`src/rtl/datapath_pkg.sv`:
```
// Shared definitions for the pipelined N-way mux: output-stage state encoding
// and the default datapath/counter widths.
package datapath_pkg;

  typedef enum logic {
    ST_EMPTY = 1'b0,
    ST_FULL  = 1'b1
  } out_state_e;

  localparam int DEFAULT_WIDTH = 16;
  localparam int XFER_CNT_W    = 16;

endpackage

```
`src/rtl/rr_grant.sv`:
```
// Round-robin grant search: first requesting channel at or above the pointer,
// wrapping modulo N. Purely combinational.
module rr_grant #(
  parameter int N  = 4,
  parameter int SW = 2
) (
  input  logic [N-1:0]  req,
  input  logic [SW-1:0] ptr,
  output logic [SW-1:0] grant_idx,
  output logic          grant_valid
);

  localparam logic [SW:0] N_EXT = (SW+1)'(N);

  always_comb begin
    logic [SW:0] sum;
    grant_idx   = '0;
    grant_valid = 1'b0;
    sum         = '0;
    for (int off = 0; off < N; off++) begin
      sum = {1'b0, ptr} + (SW+1)'(off);
      if (sum >= N_EXT) begin
        sum = sum - N_EXT;
      end
      if (!grant_valid && req[sum[SW-1:0]]) begin
        grant_valid = 1'b1;
        grant_idx   = sum[SW-1:0];
      end
    end
  end

endmodule

```
`src/rtl/pipe_mux_n.sv`:
```
// N-input mux feeding a single valid/ready output register stage, with either
// select-driven or round-robin channel choice, a sticky range error and a
// wrapping transfer counter.
module pipe_mux_n
  import datapath_pkg::*;
#(
  parameter int   WIDTH = DEFAULT_WIDTH,
  parameter int   N     = 4,
  parameter int   ARB   = 0,
  localparam int  SW    = (N > 2) ? $clog2(N) : 1
) (
  input  logic                  CLK,
  input  logic                  RST_N,
  input  logic [N*WIDTH-1:0]    I,
  input  logic [N-1:0]          IVALID,
  output logic [N-1:0]          IREADY,
  input  logic [SW-1:0]         S,
  output logic [WIDTH-1:0]      O,
  output logic                  OVALID,
  input  logic                  OREADY,
  output logic                  ERR,
  output logic [XFER_CNT_W-1:0] XFER_CNT
);

  localparam logic [SW:0]   N_EXT   = (SW+1)'(N);
  localparam logic [SW-1:0] LAST_CH = SW'(N-1);

  out_state_e            state_q, state_d;
  logic [WIDTH-1:0]      o_q, o_d;
  logic                  err_q, err_d;
  logic [XFER_CNT_W-1:0] xfer_cnt_q, xfer_cnt_d;
  logic [SW-1:0]         ptr_q, ptr_d;

  logic [SW-1:0]         rr_idx;
  logic                  rr_valid;
  logic [SW-1:0]         grant_idx;
  logic                  grant_valid;
  logic                  sel_oob;
  logic                  load_en;
  logic                  load;
  logic [N-1:0]          ready;
  logic [WIDTH-1:0]      sel_data;

  rr_grant #(
    .N  (N),
    .SW (SW)
  ) u_rr_grant (
    .req         (IVALID),
    .ptr         (ptr_q),
    .grant_idx   (rr_idx),
    .grant_valid (rr_valid)
  );

  always_comb begin
    sel_oob = ({1'b0, S} >= N_EXT);
    if (ARB == 1) begin
      grant_idx   = rr_idx;
      grant_valid = rr_valid;
    end else begin
      grant_idx   = S;
      grant_valid = !sel_oob;
    end
  end

  // Ready is gated by reset so no channel sees a handshake while held in reset.
  always_comb begin
    load_en  = (state_q == ST_EMPTY) || OREADY;
    ready    = '0;
    sel_data = '0;
    for (int k = 0; k < N; k++) begin
      if (grant_idx == SW'(k)) begin
        ready[k] = grant_valid && load_en && RST_N;
        sel_data = I[k*WIDTH +: WIDTH];
      end
    end
    load = |(ready & IVALID);
  end

  always_comb begin
    state_d    = state_q;
    o_d        = o_q;
    err_d      = err_q;
    xfer_cnt_d = xfer_cnt_q;
    ptr_d      = ptr_q;

    if (state_q == ST_EMPTY) begin
      if (load) state_d = ST_FULL;
    end else begin
      if (!load && OREADY) state_d = ST_EMPTY;
    end

    if (load) begin
      o_d        = sel_data;
      xfer_cnt_d = xfer_cnt_q + 1'b1;
      if (ARB == 1) begin
        ptr_d = (grant_idx == LAST_CH) ? '0 : grant_idx + 1'b1;
      end
    end

    if ((ARB == 0) && sel_oob) begin
      err_d = 1'b1;
    end
  end

  always_ff @(posedge CLK or negedge RST_N) begin
    if (!RST_N) begin
      state_q    <= ST_EMPTY;
      o_q        <= '0;
      err_q      <= 1'b0;
      xfer_cnt_q <= '0;
      ptr_q      <= '0;
    end else begin
      state_q    <= state_d;
      o_q        <= o_d;
      err_q      <= err_d;
      xfer_cnt_q <= xfer_cnt_d;
      ptr_q      <= ptr_d;
    end
  end

  assign IREADY   = ready;
  assign O        = o_q;
  assign OVALID   = (state_q == ST_FULL);
  assign ERR      = err_q;
  assign XFER_CNT = xfer_cnt_q;

endmodule

```
`config.mk`:
```
export PLATFORM = sky130hd
export DESIGN_NAME = pipe_mux_n
export DESIGN_NICKNAME = d
export VERILOG_FILES = /design/src/rtl/datapath_pkg.sv /design/src/rtl/rr_grant.sv /design/src/rtl/pipe_mux_n.sv
export SDC_FILE = /design/constraint.sdc
export NUM_CORES = 1
export LEC_CHECK = 0
export CAP_MARGIN = 0
export CORE_MARGIN = 5
export CORE_UTILIZATION = 58
export DETAILED_ROUTE_END_ITERATION = 6
export DONT_BUFFER_PORTS = 1
export PLACE_DENSITY = 0.8
export SYNTH_ARGS = -nofsm -noshare
export SYNTH_HDL_FRONTEND = slang
export SYNTH_SLANG_ARGS = --single-unit
```
`constraint.sdc`:
```
create_clock -name CLK -period 1.65 [get_ports CLK]
set_input_delay 0.33 -clock CLK [delete_from_list [all_inputs] [get_ports CLK]]
set_output_delay 0.33 -clock CLK [all_outputs]
set_load 0.05 [all_outputs]
```
==> flow_metrics.py, run 1 <==
metrics = {
    "clocking": {
        "cts-root-buf": "clkbuf_4",
        "cts_max_level": 2,
        "numCtsBuffers": 5,
        "cts_buffer_depth": 2,
        "clkTransAtPathRegs_ns": 0.11,
        "cts_num_sinks": 33,
        "tritoncts": "done",
        "clkLatencyLatePin_ns": 0.33,
    },
    "synth": {
        "synthTopCellsByArea": "dfrtp_1 44%, mux4_2 20%, mux2_4 11%, xnor2_1 4.2%, xor2_1 2.8%",
        "synth_top_family_by_area": "multiplexers",
        "yosys_warnings": 0,
        "yosys.area_share.adder_pct": 0.667,
        "syn_area_per_cell_sq_um": 13.7,
        "synth_ff_type": "dfrtp_1",
        "synth-simple-area-share_pct": 11.3,
        "synth_most_common_cell": "dfrtp_1",
        "syn_inst": 137,
        "synth_top_area_cell": "dfrtp_1",
        "synth_commonest_cells": "33 x dfrtp_1, 17 x mux4_2, 14 x mux2_4, 10 x nand2_1",
        "synth_edf_count": 0,
        "synth-seq-area-share_pct": 44.0,
        "synthMuxAreaShare_pct": 32.8,
        "syn_nets": 211,
        "async_flop_share_pct": 100,
        "yosys.area_share.xor_xnor_pct": 7.00,
        "synth.distinct_cells": 25,
        "synth-compound-area-share_pct": 0,
        "synth.top_cell.area_share_pct": 44.0,
        "ys_seq_elements": 33,
        "netlist_area_sq_um": 1880,
    },
    "place": {
        "port_buffers": 0,
        "gp_congestion": 0.769,
        "pre_cts_ws_ns": -0.0180,
        "dp_hpwl_microns": 3590,
        "dpl_cell_area_sq_um": 2110,
        "placed_cells": 194,
    },
    "critical_path": {
        "crit_path_start_kind": "flop",
        "max_stage_delay_ns": 0.39,
        "cp_slowest_cell": "dfrtp_1",
        "reg2reg_from": "OVALID$_DFF_PN0_",
        "cp_max_fo": 4,
        "crit_path_start": "OVALID$_DFF_PN0_",
        "worstPathRequired_ns": 1.32,
        "arrival_ns": 1.41,
        "setup.worst_path.end_class": "output pin",
        "crit_type": "reg -> out",
        "worstPathCellList": "nand2b_1 -> and2_4 -> nor3b_4 -> buf_12",
    },
    "finish": {
        "n_antenna_cell": 0,
        "syn2layout_area_growth_pct": 21.0,
        "stdcell_count": 209,
        "nets": 238,
        "stdcell_area_sq_um": 2270,
        "drive_above_1_share_pct": 49.1,
        "post-route-util_pct": 73.7,
    },
    "power_and_ir_drop": {
        "p_leak_nw": 0.979,
        "intPower_mw": 1.63,
        "vdd_drop_max_uv": 770,
        "clockPowerShare_pct": 15.8,
        "switching_share_pct": 45.6,
        "power.total_mw": 2.99,
        "switchingPower_mw": 1.36,
        "p_per_area_nw_per_um2": 1320,
        "pwr-share-seq_pct": 53.2,
        "power_frac_comb_pct": 30.9,
    },
    "timing": {
        "slew_headroom_pct": 66.1,
        "rsz0062_at_grt": "yes",
        "fin_skew_ns": 0.0122,
        "tns_ns": -0.419,
        "drv_slew": 0,
        "worst_slack_ns": -0.0945,
        "hold_viol_final": 33,
        "fin_hold_ws_ns": -0.324,
        "period_minus_slack_ns": 1.74,
        "fmax_ghz": 0.573,
        "fin_crit_sh_pct": 106,
        "worst_slew_pin_slew_ns": 0.508,
        "setup_viol_count_final": 17,
    },
    "global_route": {
        "track_usage_pct": 21.4,
        "grt_pass1_vias": 1423,
        "grt_max_degree": 37,
        "antenna_found_initial": 0,
        "gr-total-overflow": 0,
        "grt_pass1_wl_microns": 7000,
    },
    "detailed_routing": {
        "vias": 1284,
        "firstDrtPassIters": 4,
        "wirelength_microns": 4740,
        "route.detailed.drc": 0,
        "antenna_left": 0,
        "drt_iter0_markers": 88,
        "wl_per_cell_microns": 22.7,
        "viasPerCell": 6.14,
    },
    "die": {
        "die_width_microns": 66.9,
        "die_area_sq_um": 4470,
        "initial_core_util_pct": 60.9,
        "core_area_sq_um": 3080,
        "fp-row-count": 20,
        "die_y_microns": 66.9,
        "ioPinCount": 111,
    },
    "job": {
        "maxCapViolations": 0,
    },
    "status": {
        "status": "finished with violations",
        "violations": "negative hold slack, negative setup slack",
    },
    "hold_path": {
        "holdCritPathClass": "in -> async",
    },
}
[cell type report]
class,count,area (sq um)
tap,44,55.1
sequential,33,833
fill,224,808
inverter,3,11.3
multi-input combinational,92,1030
timing repair buffer,29,279
clock buffer,8,58.8
[state kept, by name (all words and copies together) (netlist names)]
name,cells
O,16
XFER_CNT,16
OVALID,1
[placed cells by master (no fill, tap or decap), types with 2 or more instances in the layout]
| cell type | n |
|---|---|
| buf_12 | 4 |
| mux2_1 | 2 |
| buf_4 | 22 |
| buf_6 | 3 |
| mux4_2 | 17 |
| dfrtp_2 | 6 |
| nand2_1 | 10 |
| xor2_1 | 6 |
| nor3_1 | 6 |
| and3_1 | 3 |
| mux2_4 | 14 |
| nand4_1 | 2 |
| dfrtp_1 | 27 |
| inv_1 | 3 |
| clkbuf_4 | 5 |
| xnor2_1 | 9 |
| clkbuf_1 | 2 |
| nand3_1 | 8 |
[worst max-delay path: cells and delay by family (launching register included)]
family | cells | cell delay [ns]
AND/OR/NAND/NOR | 3 | 0.53
buffers and inverters | 1 | 0.17
flip-flops | 1 | 0.39
[metal layers]
| layer | part of all wire, % | global-route usage [%] |
|---|---|---|
| met5 | 0 | 0 |
| met4 | 1.9 | 7.09 |
| met3 | 9.2 | 8.09 |
| met1 | 35 | 23.7 |
| met2 | 54 | 37.6 |
[timing repair]
| action | in CTS | in global routing |
|---|---|---|
| pin swaps | 1 | 2 |
| endpoints found under the hold margin | 33 | 33 |
| setup endpoints to repair | 4 | 30 |
| gates cloned | 0 | 2 |
| setup buffers | 3 | 2 |
| resized for setup | 1 | 13 |
[power by group through the flow]
stage	Clock [mW]	Combinational (mW)	Sequential, mW
floorplan	0	0.427	1.83
global placement	0	0.851	1.59
detailed placement	0	0.889	1.61
CTS	0.479	0.900	1.60
global route	0.521	0.971	1.62
finish	0.474	0.925	1.59
[cells by family (layout without fill, tap and decap cells)]
kind of cell             count (synthesis)  count (layout)
flip-flops                              33              33
buffers and inverters                   12              40
adder cells (fa/ha/maj)                  1               1
AND/OR/NAND/NOR                         42              42
multiplexers                            33              33
other                                    1               1
XOR/XNOR                                15              15
[worst paths after layout]
kind | slack (ns) | end | cells after the start
min | -0.32 | XFER_CNT[6]$_DFFE_PN0P_ | 0
max | -0.09 | IREADY[0] | 4
min in group CLK | 0.31 | O[10]$_DFFE_PN0P_ | 2
max in group asynchronous | 1.87 | XFER_CNT[5]$_DFFE_PN0P_ | 0
max reg2reg | -0.04 | O[11]$_DFFE_PN0P_ | 7
min reg2reg | 0.51 | XFER_CNT[14]$_DFFE_PN0P_ | 1
(Power assumes the default switching activity.)
==> run 2: changes to the inputs <==
==> constraint.sdc (replaced) <==
create_clock -name CLK -period 1.65 [get_ports CLK]
set_input_delay 0.2475 -clock CLK [delete_from_list [all_inputs] [get_ports CLK]]
set_output_delay 0.2475 -clock CLK [all_outputs]
set_load 0.05 [all_outputs]
==> run 2 against run 1 <==
Against the previous run:
- the flow finishes with violations (negative hold slack)
- utilization down 1.7 points
- non-clock buffer count down 2
- count of clock-buffer cells in the layout down 2
- hold slack worse by 0.077 ns
- cell count down 0.96%
- wire length down 7.2%
- setup slack better by 0.12 ns
- critical path depth unchanged
- global-route usage down 0.31 points
- sequential power about the same
- clock skew down 0.0057 ns
- critical path type unchanged
- largest cell class unchanged
- highest routed layer unchanged
==> flow_metrics.py, run 2 (synthesis results as in run 1) <==
metrics = {
    "finish": {
        "n_antenna_cell": 0,
        "syn2layout_area_growth_pct": 18.1,
        "nets": 236,
        "post-route-util_pct": 72.0,
        "final_common_cell": "dfrtp_1",
        "multi_input_area_sq_um": 1000,
        "register_area_sq_um": 833,
        "drive_above_1_share_pct": 46.0,
        "nFillCells": 218,
        "stdcell_count": 207,
        "final_cell_mix": "27 x dfrtp_1, 22 x buf_4, 17 x mux4_2",
        "stdcell_area_sq_um": 2220,
    },
    "die": {
        "fp-row-count": 20,
        "die_width_microns": 66.9,
        "die_area_sq_um": 4470,
        "core_area_sq_um": 3080,
        "ioPinCount": 111,
        "die_y_microns": 66.9,
        "initial_core_util_pct": 60.9,
    },
    "power_and_ir_drop": {
        "switchingPower_mw": 1.34,
        "p_leak_nw": 0.964,
        "power.total_mw": 2.91,
        "power_frac_comb_pct": 30.8,
        "intPower_mw": 1.57,
        "pwr-share-seq_pct": 54.7,
        "vdd_drop_max_uv": 881,
        "clockPowerShare_pct": 14.5,
        "switching_share_pct": 46.1,
        "p_per_area_nw_per_um2": 1320,
    },
    "clocking": {
        "tritoncts": "done",
        "cts_max_level": 2,
        "cts_num_sinks": 33,
        "cts_buffer_depth": 2,
        "clkLatencyLatePin_ns": 0.32,
        "clkTransAtPathRegs_ns": 0.10,
        "cts-root-buf": "clkbuf_4",
        "numCtsBuffers": 5,
    },
    "timing": {
        "rsz0062_at_grt": "yes",
        "setup_viol_count_final": 0,
        "worst_slack_ns": 0.0211,
        "drv_slew": 0,
        "slew_headroom_pct": 65.6,
        "hold_viol_final": 33,
        "fin_skew_ns": 0.00655,
        "fin_crit_sh_pct": 98.7,
        "worst_slew_pin_slew_ns": 0.517,
        "fin_hold_ws_ns": -0.400,
        "fmax_ghz": 0.614,
        "period_minus_slack_ns": 1.63,
    },
    "global_route": {
        "track_usage_pct": 21.1,
        "gr-total-overflow": 0,
        "antenna_found_initial": 0,
        "grt_max_degree": 37,
        "grt_pass1_wl_microns": 6950,
        "grt_pass1_vias": 1388,
    },
    "detailed_routing": {
        "vias": 1229,
        "wl_per_cell_microns": 21.3,
        "antenna_left": 0,
        "wirelength_microns": 4400,
        "drt_iter0_markers": 114,
        "firstDrtPassIters": 4,
        "viasPerCell": 5.94,
        "route.detailed.drc": 0,
    },
    "place": {
        "placed_cells": 195,
        "gp_congestion": 0.825,
        "dpl_cell_area_sq_um": 2130,
        "dp_hpwl_microns": 3560,
        "pre_cts_ws_ns": 0.0697,
        "port_buffers": 0,
    },
    "critical_path": {
        "worstPathRequired_ns": 1.40,
        "reg2reg_from": "OVALID$_DFF_PN0_",
        "crit_type": "reg -> out",
        "reg2reg_to": "XFER_CNT[11]$_DFFE_PN0P_",
        "cp_max_fo": 4,
        "arrival_ns": 1.38,
        "crit_path_start_kind": "flop",
        "ff2ff_setup_slack_ns": 0.07,
        "setup.worst_path.end_class": "output pin",
        "ff2ff_path_depth": 7,
    },
    "job": {
        "maxCapViolations": 0,
    },
    "status": {
        "violations": "negative hold slack",
        "status": "finished with violations",
    },
    "hold_path": {
        "holdCritPathClass": "in -> async",
    },
}
run 2: cell count changes in the layout (fill, tap and decap cells not counted), sizes merged:
cell / before / now
buf: 29 / 27
clkbuf: 8 / 6
clkinv: 0 / 2
run 2: area by class of cell:
type / instances / area share, %
well taps: 44 / 2.48
clock buffers: 6 / 1.86
flip-flops and latches: 33 / 37.6
clock inverters: 2 / 0.452
multi-input cells: 92 / 45.1
inverters: 3 / 0.508
repair buffers: 27 / 12.0
run 2: worst max-delay path by stage:
| stage | start | end | slack [ns] | cells past startpoint |
|---|---|---|---|---|
| 6_report | OVALID$_DFF_PN0_ | IREADY[0] | 0.02 | 4 |
| 5_1_grt | OVALID$_DFF_PN0_ | IREADY[0] | -0.04 | 4 |
| 4_1_cts | OVALID$_DFF_PN0_ | IREADY[0] | -0.002 | 4 |
| 3_5_place_dp | S[0] | O[15]$_DFFE_PN0P_ | 0.07 | 4 |
| 3_3_place_gp | S[0] | O[0]$_DFFE_PN0P_ | 0.1 | 4 |
| 2_1_floorplan | OVALID$_DFF_PN0_ | IREADY[2] | -0.02 | 4 |
run 2: metal layers:
metal	up-vias	global-route usage, %	share of wire (%)	wire (microns)
met3	8	8.09	10	445
met4	0	8.35	2.0	89
met5	-	0	0	0
met1	589	23.9	36	1570
li1	554	-	-	-
met2	78	35.8	52	2290
run 2: stage by stage:
| step | hold slack (ns) | setup TNS (ns) |
|---|---|---|
| after detailed placement | -0.0472 | 0 |
| after global placement | -0.0473 | 0 |
| after global routing | -0.424 | -0.0431 |
| after CTS | -0.412 | -0.00247 |
| final | -0.400 | 0 |
| after floorplan | -0.0481 | -0.0507 |
run 2: power groups by stage:
stage               combinational [mW]  clock (mW)  sequential, mW
floorplan                        0.426           0            1.83
global placement                 0.854           0            1.60
detailed placement               0.885           0            1.61
CTS                              0.898       0.441            1.59
global route                     0.951       0.475            1.62
finish                           0.898       0.423            1.59
run 2: repair_timing:
item                                    4_1_cts  5_1_grt
resized for setup                             1        0
hold endpoints to repair                     33       33
cloned                                        0        0
buffers inserted                              2        2
endpoints found under the setup margin        4        4
pin swaps                                     1        0
run 2: worst max-delay path, stage by stage (launching register included):
cell and delay, ns:
dfrtp_1 0.40, nand2b_1 0.11, and2_4 0.17, nor3b_4 0.22
buf_12 0.16
